===== src/rtl/uart_tx_feeder_if.sv =====
// Host-side write channel and transmitter launch handshake of the UART TX feeder.
// The master modport is the surrounding logic (host plus transmitter); the
// slave modport is the feeder itself.
interface uart_tx_feeder_if #(
    parameter int DEPTH = 16
) ();
    localparam int ADDR_W = $clog2(DEPTH);

    logic [7:0]      wr_data;
    logic            wr_valid;
    logic            wr_ready;
    logic            flush;
    logic            tx_start;
    logic [7:0]      tx_data;
    logic            tx_done;
    logic            busy;
    logic [ADDR_W:0] level;
    logic            empty;
    logic            full;

    modport master (
        output wr_data, wr_valid, flush, tx_done,
        input  wr_ready, tx_start, tx_data, busy, level, empty, full
    );

    modport slave (
        input  wr_data, wr_valid, flush, tx_done,
        output wr_ready, tx_start, tx_data, busy, level, empty, full
    );
endinterface


===== src/rtl/uart_tx_feeder.sv =====
// Byte FIFO plus launch controller sitting in front of the UART transmitter.
// Bytes are queued from the host on a valid/ready channel and handed to the
// transmitter one at a time: a one-cycle start pulse, data held until done.
// The byte in flight is not counted in level.
module uart_tx_feeder #(
    parameter int DEPTH = 16
) (
    input  logic           clk,
    input  logic           rst_n,
    uart_tx_feeder_if.slave bus
);
    localparam int ADDR_W = $clog2(DEPTH);
    localparam logic [ADDR_W:0] LEVEL_FULL = (ADDR_W + 1)'(DEPTH);

    typedef enum logic [1:0] {
        IDLE   = 2'd0,
        LAUNCH = 2'd1,
        WAIT   = 2'd2
    } state_t;

    state_t            state;
    logic [7:0]        mem [DEPTH];
    logic [ADDR_W-1:0] wr_ptr;
    logic [ADDR_W-1:0] rd_ptr;
    logic [ADDR_W:0]   level;
    logic [7:0]        tx_data_q;
    logic              tx_start_q;
    logic              busy_q;

    logic              full;
    logic              empty;
    logic              wr_fire;
    logic              pop;

    assign full  = (level == LEVEL_FULL);
    assign empty = (level == '0);

    // A flush drops any write presented in the same cycle.
    assign wr_fire = bus.wr_valid && !full && !bus.flush;
    // Pops only happen from IDLE, which also guarantees at most one byte in flight.
    assign pop     = (state == IDLE) && !empty && !bus.flush;

    assign bus.wr_ready = !full;
    assign bus.tx_start = tx_start_q;
    assign bus.tx_data  = tx_data_q;
    assign bus.busy     = busy_q;
    assign bus.level    = level;
    assign bus.empty    = empty;
    assign bus.full     = full;

    // Storage array: contents need no reset, only accepted writes land here.
    always_ff @(posedge clk) begin
        if (wr_fire) begin
            mem[wr_ptr] <= bus.wr_data;
        end
    end

    // Pointer and occupancy bookkeeping; flush empties the queue in one cycle.
    always_ff @(posedge clk or negedge rst_n) begin
        if (!rst_n) begin
            wr_ptr <= '0;
            rd_ptr <= '0;
            level  <= '0;
        end else if (bus.flush) begin
            rd_ptr <= wr_ptr;
            level  <= '0;
        end else begin
            if (wr_fire) begin
                wr_ptr <= wr_ptr + ADDR_W'(1);
            end
            if (pop) begin
                rd_ptr <= rd_ptr + ADDR_W'(1);
            end
            case ({wr_fire, pop})
                2'b10:   level <= level + (ADDR_W + 1)'(1);
                2'b01:   level <= level - (ADDR_W + 1)'(1);
                default: level <= level;
            endcase
        end
    end

    // Launch controller: registered start pulse and held data for the transmitter.
    always_ff @(posedge clk or negedge rst_n) begin
        if (!rst_n) begin
            state      <= IDLE;
            tx_start_q <= 1'b0;
            busy_q     <= 1'b0;
            tx_data_q  <= 8'h00;
        end else begin
            case (state)
                IDLE: begin
                    tx_start_q <= 1'b0;
                    busy_q     <= 1'b0;
                    if (pop) begin
                        tx_data_q  <= mem[rd_ptr];
                        tx_start_q <= 1'b1;
                        busy_q     <= 1'b1;
                        state      <= LAUNCH;
                    end
                end
                LAUNCH: begin
                    // Start is high for exactly the cycle spent in LAUNCH.
                    tx_start_q <= 1'b0;
                    busy_q     <= 1'b1;
                    state      <= WAIT;
                end
                WAIT: begin
                    // No timeout: the transmitter always finishes a byte.
                    tx_start_q <= 1'b0;
                    if (bus.tx_done) begin
                        busy_q <= 1'b0;
                        state  <= IDLE;
                    end
                end
                default: begin
                    tx_start_q <= 1'b0;
                    busy_q     <= 1'b0;
                    state      <= IDLE;
                end
            endcase
        end
    end
endmodule


===== src/flat_wrapper.sv =====
// flat-port wrapper written by rule: the top's interface ports become plain ports
module uart_tx_feeder_flat 
#(
    parameter int DEPTH = 16
)
  (clk, rst_n, bus_wr_data, bus_wr_valid, bus_flush, bus_tx_done, bus_wr_ready, bus_tx_start, bus_tx_data, bus_busy, bus_level, bus_empty, bus_full);
  uart_tx_feeder_if #(.DEPTH(DEPTH)) bus_i ();
  input  logic clk;
  input  logic rst_n;
  input wire logic [$bits(bus_i.wr_data)-1:0] bus_wr_data;
  input wire logic [$bits(bus_i.wr_valid)-1:0] bus_wr_valid;
  input wire logic [$bits(bus_i.flush)-1:0] bus_flush;
  input wire logic [$bits(bus_i.tx_done)-1:0] bus_tx_done;
  output wire logic [$bits(bus_i.wr_ready)-1:0] bus_wr_ready;
  output wire logic [$bits(bus_i.tx_start)-1:0] bus_tx_start;
  output wire logic [$bits(bus_i.tx_data)-1:0] bus_tx_data;
  output wire logic [$bits(bus_i.busy)-1:0] bus_busy;
  output wire logic [$bits(bus_i.level)-1:0] bus_level;
  output wire logic [$bits(bus_i.empty)-1:0] bus_empty;
  output wire logic [$bits(bus_i.full)-1:0] bus_full;
  assign bus_i.wr_data = bus_wr_data;
  assign bus_i.wr_valid = bus_wr_valid;
  assign bus_i.flush = bus_flush;
  assign bus_i.tx_done = bus_tx_done;
  assign bus_wr_ready = bus_i.wr_ready;
  assign bus_tx_start = bus_i.tx_start;
  assign bus_tx_data = bus_i.tx_data;
  assign bus_busy = bus_i.busy;
  assign bus_level = bus_i.level;
  assign bus_empty = bus_i.empty;
  assign bus_full = bus_i.full;
  uart_tx_feeder #(.DEPTH(DEPTH)) u_core (.clk(clk), .rst_n(rst_n), .bus(bus_i));
endmodule

===== config.mk =====
export PLATFORM = sky130hd
export DESIGN_NAME = uart_tx_feeder_flat
export DESIGN_NICKNAME = d
export VERILOG_FILES = /design/src/rtl/uart_tx_feeder_if.sv /design/src/rtl/uart_tx_feeder.sv /design/src/flat_wrapper.sv
export SDC_FILE = /design/constraint.sdc
export NUM_CORES = 1
export LEC_CHECK = 0
export BUFFER_PORTS_ARGS = -buffer_cell sky130_fd_sc_hd__buf_2
export CORE_MARGIN = 2
export CORE_UTILIZATION = 40
export DETAILED_ROUTE_END_ITERATION = 6
export PLACE_DENSITY = 0.62
export SETUP_SLACK_MARGIN = 0.02
export SLEW_MARGIN = 10
export SYNTH_ARGS = -nofsm -noshare
export SYNTH_HDL_FRONTEND = slang
export SYNTH_SLANG_ARGS = --single-unit

===== constraint.sdc =====
create_clock -name clk -period 7.55 [get_ports clk]
set_clock_uncertainty 0.1 [all_clocks]
set_input_delay 0.755 -clock clk [delete_from_list [all_inputs] [get_ports clk]]
set_output_delay 0.755 -clock clk [all_outputs]
set_load 0.03 [all_outputs]

==> summary.txt, run 1 <==
Outcome
  • Status: finished clean

Synthesis
  • Post-synthesis adder-cell area fraction: 0.0194
  • Count leader, synth: edfxtp_1
  • Top_reg_cell synth: edfxtp_1
  • Seq cells post-synth: around 150
  • Post-synthesis xor/xnor area fraction: 0.0113
  • Cell variety after synth: 37
  • Area leader, netlist: edfxtp_1
  • Share of the synthesized area in the top cell type: 0.621
  • Yosys warns: 0
  • Compound-Gate Fraction of Synth Area: 0.0295
  • Mux cell area share after synthesis: 0.151
  • Seq/Total Area, Yosys: 0.722
  • Synth area leaders: edfxtp_1, mux4_2, dfrtp_1
  • Post-synth EDFFs: 128
  • Cells after synthesis: 341
  • Mean Syn Cell Area: roughly 18 sq um
  • Top cells by count, synth: edfxtp_1, mux4_2, dfrtp_1, nand2_1, nor2_1
  • Post-Syn Area: around 6200 sq um
  • Simple-Gate Fraction of Synth Area: 0.0487
  • Largest family of logic cells by synthesized area: multiplexers
  • Share of flip-flops with an asynchronous set or reset: 0.163
  • Syn nets: 363

Drt
  • Post-route antenna net violation count: 0
  • Vias/cell: 5.35
  • Pre-antenna DRT Iters: 4
  • Avg WL per Cell: 20.8 microns
  • Vias: 3085
  • DRC viols: 0
  • Initial drt markers: 237
  • Routed wire length: 12000 microns

CTS
  • Clock sink count: 153
  • Clk Latency, worst-skew pair: 0.41 ns
  • H-tree Lvls: 4
  • Root Buffer: clkbuf_16
  • Post-CTS Hold Buffers: 0
  • Post-CTS sizing: 0
  • Clk slew on worst S/H paths: approximately 0.06 ns
  • Clock Tree Buf Depth: 2
  • CTS buffer count: 17
  • TritonCTS clock tree: done
  • Post CTS Setup Buffer Count: 0

Layout
  • Antenna cells: 0
  • Nets: just under 400
  • Fillers: around 1200
  • Fraction of layout cells with a size suffix above 1: 0.265
  • Synth-to-layout area growth: 14.8%
  • Post-Layout Inst Area: just over 7000 sq um

STA
  • Min Clock Period, post-route: 3.43 ns
  • Setup violators final: 0
  • Final Hold Viols: 0
  • Final hold slack: approximately 0.25 ns
  • Tcrit/Tclk final: 0.454
  • Setup WS post-layout: 4.12 ns
  • RSZ-0062 raised after global routing: no
  • TNS Setup: 0 ns
  • Final Max Slew Viols: 0
  • Fmax: 292 MHz
  • Slew Limit Headroom: 0.341
  • Slew @ Worst Pin: ~1 ns

Power
  • Maximum vdd drop: ~0.17 mV
  • Leakage: 0.00251 uW
  • Pint: approximately 1800 uW
  • Part of the power in registers: 0.405
  • Gate power share: 0.296
  • Total power: 2690 uW
  • Sw Ratio: 0.316
  • P per Cell Area: 379 nW/um^2
  • NetSw: 851 uW
  • Clk pwr share: 0.298

Setup path
  • Flop-to-flop setup slack: 4.12 ns
  • Crit end category: register
  • CP Data Required Time: 7.78 ns
  • Setup CP Type: reg2reg
  • Max stage delay cell, worst path: nor4_2
  • CP startpoint kind: register
  • Crit-path cells: nor4_2, a21o_1, or2_1, inv_1, nand2_1, inv_1, ha_1, nand2b_1, a21oi_1, and3_1, or3_1, a31oi_1
  • Crit-path most repeated cell: inv_1
  • WP data arrival: 3.66 ns
  • Crit path largest cell delay: approximately 0.50 ns
  • Critical path peak fanout: 11

Flow run
  • Max-cap viol count: 0

GRT
  • Gr ovfl total: 0
  • Vias in the first global route: around 3200
  • Initial antenna violation count: 0
  • First-pass GRT wire length: 18700 microns
  • GRT Overall Usage: 0.158
  • Largest net degree at the start of global routing: 36

Die
  • Core Rows: 45
  • Die area: roughly 16000 sq um
  • Io pins: 31
  • Die X-Extent: 128 microns
  • Core area: around 15000 sq um
  • Initial Util: 0.409
  • Die Ht: 128 microns

Place
  • Port buffer count: 30
  • Dpl ws: 4.13 ns
  • Area after DPL: 6550 sq um
  • Detailed placer's ending HPWL: around 7600 microns
  • Gpl congestion: around 0.74

Hold path
  • Hold Path Class: in2async
[worst max-delay path: cells and delay by family, from the launching register on]
kind,cells,cell delay (ns)
buf+inv,2,0.22
compound gates,3,0.59
fa+ha+maj,1,0.32
flops,1,0.44
simple gates,6,1.68
[cell usage in the layout (no fill, tap or decap), types with 2 or more instances in the layout]
cell / instances
edfxtp_1: 128
mux4_2: 32
buf_2: 30
dfrtp_1: 24
nand2_1: 23
nor2_1: 22
mux2i_1: 17
clkbuf_16: 17
inv_1: 10
o221ai_1: 8
ha_1: 8
o21ai_0: 6
clkbuf_1: 6
nand2b_1: 4
nor3_2: 4
xor2_1: 4
mux2_2: 4
xnor2_1: 4
nand3_1: 4
buf_4: 3
a21o_1: 2
or3_1: 2
a21oi_1: 2
a31oi_1: 2
clkinv_2: 2
bufinv_16: 2
[power by group through the flow]
stage          logic (uW)  registers [uW]  clock network (uW)
3_3_place_gp          800            1110                   0
5_1_grt               877            1110                 852
4_1_cts               809            1090                 816
2_1_floorplan         554            1140                   0
6_report              798            1090                 804
3_5_place_dp          809            1110                   0
[routing by layer]
layer,track usage,vias up,part of all wire,wire length (microns)
li1,-,1404,-,-
met1,0.215,1598,0.46,5490
met2,0.252,68,0.49,5910
met3,0.0374,15,0.037,444
met4,0.0582,0,0.014,164
met5,0,-,0,0
[state kept, by name, summed over array words and instances, names as in the netlist]
register,flops
u_core.bus.busy,1
u_core.bus.level,5
u_core.bus.tx_data,8
u_core.bus.tx_start,1
u_core.mem,128
u_core.rd_ptr,4
u_core.state,2
u_core.wr_ptr,4
[cell families after synthesis]
group	count (synthesis)
DFF	153
and+or+nand+nor	66
adders and majority gates	9
muxes	53
buffers and inverters	27
AOI/OAI and AO/OA	25
xor gates and xnor gates	8
[cell type report]
cell class	instances	area (sq um)	share of cell area
clock inverters	8	98.8	0.0139
well taps	188	235	0.0331
flip-flops and latches	153	4470	0.629
clock buffers	24	462	0.0650
repair buffers	33	173	0.0243
inverters	10	37.5	0.00528
multi-input cells	161	1630	0.229
[final timing paths]
kind / startpoint / endpoint / cells past startpoint
min in group clk: u_core.bus.tx_data[3]$_DFFE_PN0P_ / u_core.bus.tx_data[3]$_DFFE_PN0P_ / 2
max in group asynchronous: rst_n / u_core.rd_ptr[1]$_DFFE_PN0P_ / 1
worst min-delay path: rst_n / u_core.bus.level[0]$_DFFE_PN0P_ / 1
worst max-delay path: u_core.bus.level[0]$_DFFE_PN0P_ / u_core.bus.level[4]$_DFFE_PN0P_ / 12
worst max register to register: u_core.bus.level[0]$_DFFE_PN0P_ / u_core.bus.level[4]$_DFFE_PN0P_ / 12
worst min register to register: u_core.bus.tx_data[3]$_DFFE_PN0P_ / u_core.bus.tx_data[3]$_DFFE_PN0P_ / 2
[through the flow]
stage,utilization,instances
final,0.469,577
after global routing,0.469,577
after CTS,0.469,577
after detailed placement,0.432,545
after global placement,0.432,545
after floorplan,-,341
Note: power is estimated with default switching activity, not from simulation.
==> run 2, diff against run 1 <==
Settings changed: PLACE_DENSITY 0.62 to 0.64.
Clock period 7.55 ns to 2.95 ns, I/O delays scaled along.
==> summary.txt, run 2 (same netlist as run 1, synthesis figures left out) <==
STA
  • Final Hold Viols: 0 (unchanged)
  • Slew Limit Headroom: 0.310 (-0.0305)
  • Final hold slack: 0.0311 ns (-0.215 ns)
  • Final Max Slew Viols: 0 (unchanged)
  • Tcrit/Tclk final: 0.940 (+0.486)
  • Fmax: 361 MHz (+24%)
  • Setup violators final: 0 (unchanged)
  • Slew @ Worst Pin: 1.03 ns (+0.0456 ns)
  • RSZ-0062 raised after global routing: no
  • Min Clock Period, post-route: 2.77 ns (-0.653 ns)
  • TNS Setup: 0 ns (unchanged)

Setup path
  • CP Data Required Time: 3.19 ns (-4.59 ns)
  • Crit end category: register
  • Worst path buffer plus inverter count: 0 (-2)
  • WP data arrival: 3.01 ns (-0.65 ns)
  • Reg-to-Reg End: u_core.bus.level[4]$_DFFE_PN0P_
  • CP startpoint kind: register
  • Max stage delay cell, worst path: or4_4
  • Flop-to-flop setup slack: 0.18 ns (-3.95 ns)
  • Setup CP Type: reg2reg
  • CP top delay family: simple AND/OR/NAND/NOR gates
  • RR Startpoint: u_core.bus.level[1]$_DFFE_PN0P_
  • Worst setup startpoint: u_core.bus.level[1]$_DFFE_PN0P_
  • Crit path largest cell delay: 0.59 ns (+0.09 ns)
  • Critical path peak fanout: 5 (-6)
  • Crit-path cells: or4_4, o21ai_4, nand2_1, fa_1, nand2b_1, a21oi_2, a211oi_1, or3_1, a31oi_1
  • R2R cell count: 9 (-3)

Power
  • P per Cell Area: 952 nW/um^2 (+150%)
  • Maximum vdd drop: 0.526 mV (+200%)
  • Pint: 4700 uW (+150%)
  • Clk pwr share: 0.287 (-0.011)
  • Gate power share: 0.305 (+0.009)
  • NetSw: 2190 uW (+160%)
  • Leakage: 0.00258 uW (+2.8%)
  • Sw Ratio: 0.318 (+0.00217)
  • Part of the power in registers: 0.408 (+0.003)

Place
  • Port buffer count: 30 (unchanged)
  • Detailed placer's ending HPWL: 7280 microns (-3.9%)
  • Gpl congestion: 0.831 (+12%)

Hold path
  • Worst Hold End: u_core.state[1]$_DFFE_PN0P_
  • Hold Path Class: in2reg
  • Hold path depth: 4
  • Hold_sp: bus_tx_done

GRT
  • Gr ovfl total: 0 (unchanged)
  • Initial antenna violation count: 0 (unchanged)
  • Largest net degree at the start of global routing: 36 (unchanged)
  • First-pass GRT wire length: 18100 microns (-2.9%)
  • Vias in the first global route: 3206 (+1.1%)
  • GRT Overall Usage: 0.153 (-0.00503)

Drt
  • Vias/cell: 5.30 (-0.86%)
  • Avg WL per Cell: 19.4 microns (-6.6%)
  • Pre-antenna DRT Iters: 4 (unchanged)
  • Vias: 3154 (+2.2%)
  • Post-route antenna net violation count: 0 (unchanged)
  • Initial drt markers: 211 (-11%)
  • DRC viols: 0 (unchanged)
  • Routed wire length: 11600 microns (-3.6%)

CTS
  • H-tree Lvls: 4 (unchanged)
  • Root Buffer: clkbuf_16
  • Clk slew on worst S/H paths: 0.06 ns (about the same)
  • TritonCTS clock tree: done
  • Clock Tree Buf Depth: 2 (unchanged)
  • Clk Latency, worst-skew pair: 0.42 ns (about the same)
  • CTS buffer count: 17 (unchanged)
  • Clock sink count: 153 (unchanged)

Die
  • Core Rows: 45 (unchanged)
  • Io pins: 31 (unchanged)
  • Initial Util: 0.409 (unchanged)
  • Die area: 16500 sq um (unchanged)
  • Core area: 15100 sq um (unchanged)
  • Die Ht: 128 microns (unchanged)
  • Die X-Extent: 128 microns (unchanged)

Layout
  • Antenna cells: 0 (unchanged)
  • Synth-to-layout area growth: 17.0%
  • Top reg by flops: u_core.mem
  • Commonest non-fill, non-tap cell in the layout: edfxtp_1
  • Largest register FFs: 128 (unchanged)
  • Nets: 416 (+4.5%)
  • Commonest cells after routing, fill and taps aside: edfxtp_1, mux4_2, buf_2, nand2_1
  • Area of the multi-input gates: 1630 sq um (unchanged)
  • Fillers: 1266 (+1.8%)
  • Fraction of layout cells with a size suffix above 1: 0.300 (+0.0350)
  • Register area: 4470 sq um (about the same)

Flow run
  • Max-cap viol count: 0 (unchanged)

Outcome
  • Status: finished clean
[run 2: changes by cell type in the layout (fill, tap and decap cells not counted), sizes merged]
cell / change
buf: +17
clkbuf: -3
clkinvlp: +3
bufinv: -1
dlygate4sd3: +1
inv: +1
[run 2: worst max path at each step]
stage,endpoint,slack [ns],cells after the start
after global placement,u_core.bus.level[4]$_DFFE_PN0P_,0.24,9
after CTS,u_core.bus.level[4]$_DFFE_PN0P_,0.12,9
after global routing,u_core.bus.level[4]$_DFFE_PN0P_,0.03,9
final,u_core.bus.level[4]$_DFFE_PN0P_,0.18,9
after floorplan,u_core.bus.level[4]$_DFFE_PN0P_,0.10,12
after detailed placement,u_core.bus.level[4]$_DFFE_PN0P_,0.13,9
[run 2: routing by layer]
metal,up-vias,track usage,part of all wire
met4,0,0.0407,0.011
met1,1629,0.202,0.44
li1,1439,-,-
met2,75,0.245,0.50
met3,11,0.0541,0.045
met5,-,0,0
[run 2: timing repair]
action,CTS,global route
endpoints found under the setup margin,0,1
hold endpoints to repair,25,0
setup buffers,0,0
gates resized for setup,0,6
hold buffers,1,0
[run 2: layout make-up]
| type | instances | area share |
|---|---|---|
| inverters | 10 | 0.00518 |
| well taps | 188 | 0.0325 |
| multi-input cells | 161 | 0.225 |
| clock inverters | 11 | 0.0138 |
| flip-flops and latches | 153 | 0.618 |
| clock buffers | 21 | 0.0608 |
| repair buffers | 51 | 0.0446 |
[run 2: through the flow]
| stage | worst slack [ns] | total power, uW | cells | util | cell area [sq um] |
|---|---|---|---|---|---|
| finish | 0.178 | 6890 | 595 | 0.478 | 7240 |
| global route | 0.0299 | 7250 | 595 | 0.478 | 7240 |
| CTS | 0.116 | 6950 | 595 | 0.476 | 7220 |
| detailed placement | 0.129 | 4970 | 562 | 0.440 | 6670 |
| global placement | 0.243 | 4920 | 562 | 0.440 | 6670 |
| floorplan | 0.102 | 4350 | 341 | - | 6190 |
[run 2: power by group through the flow]
stage          registers [uW]  clock network (uW)  logic (uW)
3_3_place_gp             2840                   0        2090
5_1_grt                  2850                2110        2290
3_5_place_dp             2850                   0        2120
4_1_cts                  2810                2020        2130
2_1_floorplan            2930                   0        1420
6_report                 2810                1980        2100
[run 2: worst register-to-register path, stage by stage, from the launching register on]
cell and delay, ns:
dfrtp_2 0.45, or4_4 0.59, o21ai_4 0.16, nand2_1 0.10
fa_1 0.40, nand2b_1 0.17, a21oi_2 0.21, a211oi_1 0.06
or3_1 0.31, a31oi_1 0.16
==> run 3, diff against run 2 <==
Settings changed: CORE_UTILIZATION 40 to 55, GPL_TIMING_DRIVEN set to 0, PLACE_DENSITY 0.64 to 0.82.
==> summary.txt, run 3 (same netlist as run 1, synthesis figures left out) <==
STA
  • Setup WS post-layout: 0.142 ns (-0.0356 ns)
  • Final Hold Viols: 0 (unchanged)
  • Tcrit/Tclk final: 0.952 (+0.0121)
  • Slew Limit Headroom: 0.393 (+0.0833)
  • Final Max Slew Viols: 0 (unchanged)
  • TNS Setup: 0 ns (unchanged)
  • Setup violators final: 0 (unchanged)
  • Fmax: 356 MHz (-1.3%)
  • RSZ-0062 raised after global routing: no
  • Min Clock Period, post-route: 2.81 ns (+0.0356 ns)
  • Slew @ Worst Pin: 0.907 ns (-0.125 ns)

CTS
  • Clk Latency, worst-skew pair: 0.52 ns (+0.10 ns)
  • Clock sink count: 153 (unchanged)
  • H-tree Lvls: 4 (unchanged)
  • Root Buffer: clkbuf_8
  • Clock Tree Buf Depth: 2 (unchanged)
  • TritonCTS clock tree: done
  • Clk slew on worst S/H paths: 0.07 ns (about the same)
  • CTS buffer count: 17 (unchanged)

Setup path
  • Crit end category: register
  • Worst setup startpoint: u_core.bus.level[2]$_DFFE_PN0P_
  • Crit path largest cell delay: 0.46 ns (-0.13 ns)
  • WP data arrival: 3.15 ns (+0.14 ns)
  • RR Startpoint: u_core.bus.level[2]$_DFFE_PN0P_
  • Crit-path most repeated cell: inv_1
  • Flop-to-flop setup slack: 0.14 ns (-0.04 ns)
  • CP top delay family: simple AND/OR/NAND/NOR gates
  • Crit-path cells: nor4_4, a21o_1, or2_1, inv_1, nand2_1, inv_1, ha_1, nor2_1, a21oi_2, and3_1, or3_1, a31oi_1
  • Max stage delay cell, worst path: dfrtp_2
  • Setup CP Type: reg2reg
  • Worst path buffer plus inverter count: 2 (+2)
  • Critical path peak fanout: 5 (unchanged)
  • CP Data Required Time: 3.29 ns (+0.10 ns)
  • CP startpoint kind: register

Place
  • Dpl ws: -0.120 ns (-0.249 ns)
  • Area after DPL: 6530 sq um (-2.0%)
  • Gpl congestion: 0.760 (-8.5%)
  • Port buffer count: 29 (-3.3%)
  • Detailed placer's ending HPWL: 7540 microns (+3.5%)
  • DP Cell Count: 510 (-9.3%)

Layout
  • Fillers: 698 (-45%)
  • Finished Layout Cells: 547 (-8.1%)
  • Antenna cells: 0 (unchanged)
  • Commonest non-fill, non-tap cell in the layout: edfxtp_1
  • Largest register FFs: 128 (unchanged)
  • Top reg by flops: u_core.mem
  • Nets: 416 (unchanged)
  • Commonest cells after routing, fill and taps aside: edfxtp_1, buf_2, mux4_2, nand2_1, dfrtp_1
  • Fraction of layout cells with a size suffix above 1: 0.290 (-0.00983)
  • Post-Layout Inst Area: 7190 sq um (-0.62%)
  • Synth-to-layout area growth: 16.2%
  • Layout Utilization: 0.661 (+0.183)

GRT
  • First-pass GRT wire length: 18500 microns (+1.9%)
  • Initial antenna violation count: 0 (unchanged)
  • Vias in the first global route: 3382 (+5.5%)
  • GRT Overall Usage: 0.219 (+0.0658)
  • Largest net degree at the start of global routing: 26 (-28%)
  • Gr ovfl total: 0 (unchanged)

Hold path
  • Hold_sp: bus_flush
  • Hold Path Class: in2reg

Flow run
  • Max-cap viol count: 0 (unchanged)

Drt
  • Pre-antenna DRT Iters: 4 (unchanged)
  • Avg WL per Cell: 21.8 microns (+12%)
  • Post-route antenna net violation count: 0 (unchanged)
  • Routed wire length: 11900 microns (+3.2%)
  • Vias: 3178 (+0.76%)
  • Vias/cell: 5.81 (+9.6%)
  • DRC viols: 0 (unchanged)
  • Initial drt markers: 291 (+38%)

Power
  • Leakage: 0.00257 uW (-0.63%)
  • Maximum vdd drop: 0.554 mV (+5.3%)
  • P per Cell Area: 986 nW/um^2 (+3.6%)

Die
  • Core area: 10900 sq um (-28%)
  • Initial Util: 0.568 (+0.160)
  • Core Rows: 38 (-16%)
  • Die area: 12100 sq um (-26%)
  • Die Ht: 110 microns (-14%)
  • Io pins: 31 (unchanged)
  • Die X-Extent: 110 microns (-14%)

Outcome
  • Status: finished clean
run 3: cell count changes in the layout (fill, tap and decap cells not counted), sizes merged:
cell         previous run  this run
dlygate4sd3             1         3
buf                    50        41
clkbuf                 21        25
bufinv                  1         3
inv                    12        10
clkinv                  4         7
run 3: metal layers:
metal	vias up	global-route usage	share of wire	wire length, microns
met5	-	0	0	0
met2	103	0.364	0.52	6220
met4	0	0.0696	0.0095	113
met1	1622	0.278	0.41	4930
li1	1442	-	-	-
met3	11	0.0682	0.056	674
run 3: path summary, 6_finish.rpt:
kind                                                     end  cells past startpoint
max reg2reg                  u_core.bus.level[4]$_DFFE_PN0P_                     12
max in group asynchronous    u_core.bus.level[0]$_DFFE_PN0P_                      2
min                             u_core.rd_ptr[3]$_DFFE_PN0P_                      2
min reg2reg                u_core.bus.tx_data[7]$_DFFE_PN0P_                      2
min in group asynchronous    u_core.bus.level[1]$_DFFE_PN0P_                      2
max                          u_core.bus.level[4]$_DFFE_PN0P_                     12
run 3: cell type report:
class | count | area (sq um) | area share
inverters | 10 | 37.5 | 0.00522
clock buffers | 18 | 418 | 0.0581
well taps | 140 | 175 | 0.0243
plain buffers | 16 | 68.8 | 0.00957
clock inverters | 14 | 176 | 0.0245
multi-input cells | 161 | 1650 | 0.229
flip-flops and latches | 153 | 4470 | 0.622
repair buffers | 35 | 198 | 0.0275
run 3: what timing repair did:
action	4_1_cts	5_1_grt
hold endpoints to repair	28	0
setup endpoints to repair	2	2
pin swaps	1	3
hold buffers	3	0
buffers inserted	1	2
resized for setup	2	5
run 3: through the flow:
| stage | total power (uW) | hold WS [ns] |
|---|---|---|
| after CTS | 7120 | 0.00775 |
| after detailed placement | 4930 | 0.226 |
| after global placement | 4830 | 0.212 |
| after global routing | 7440 | 0.0363 |
| final | 7090 | 0.0488 |
| after floorplan | 4350 | -0.101 |
run 3: where the power goes:
group / switching, uW / total (uW) / internal [uW]
Combinational: 1280 / 2190 / 916
Sequential: 159 / 2760 / 2600
Clock: 850 / 2140 / 1290
Total: 2290 / 7090 / 4810
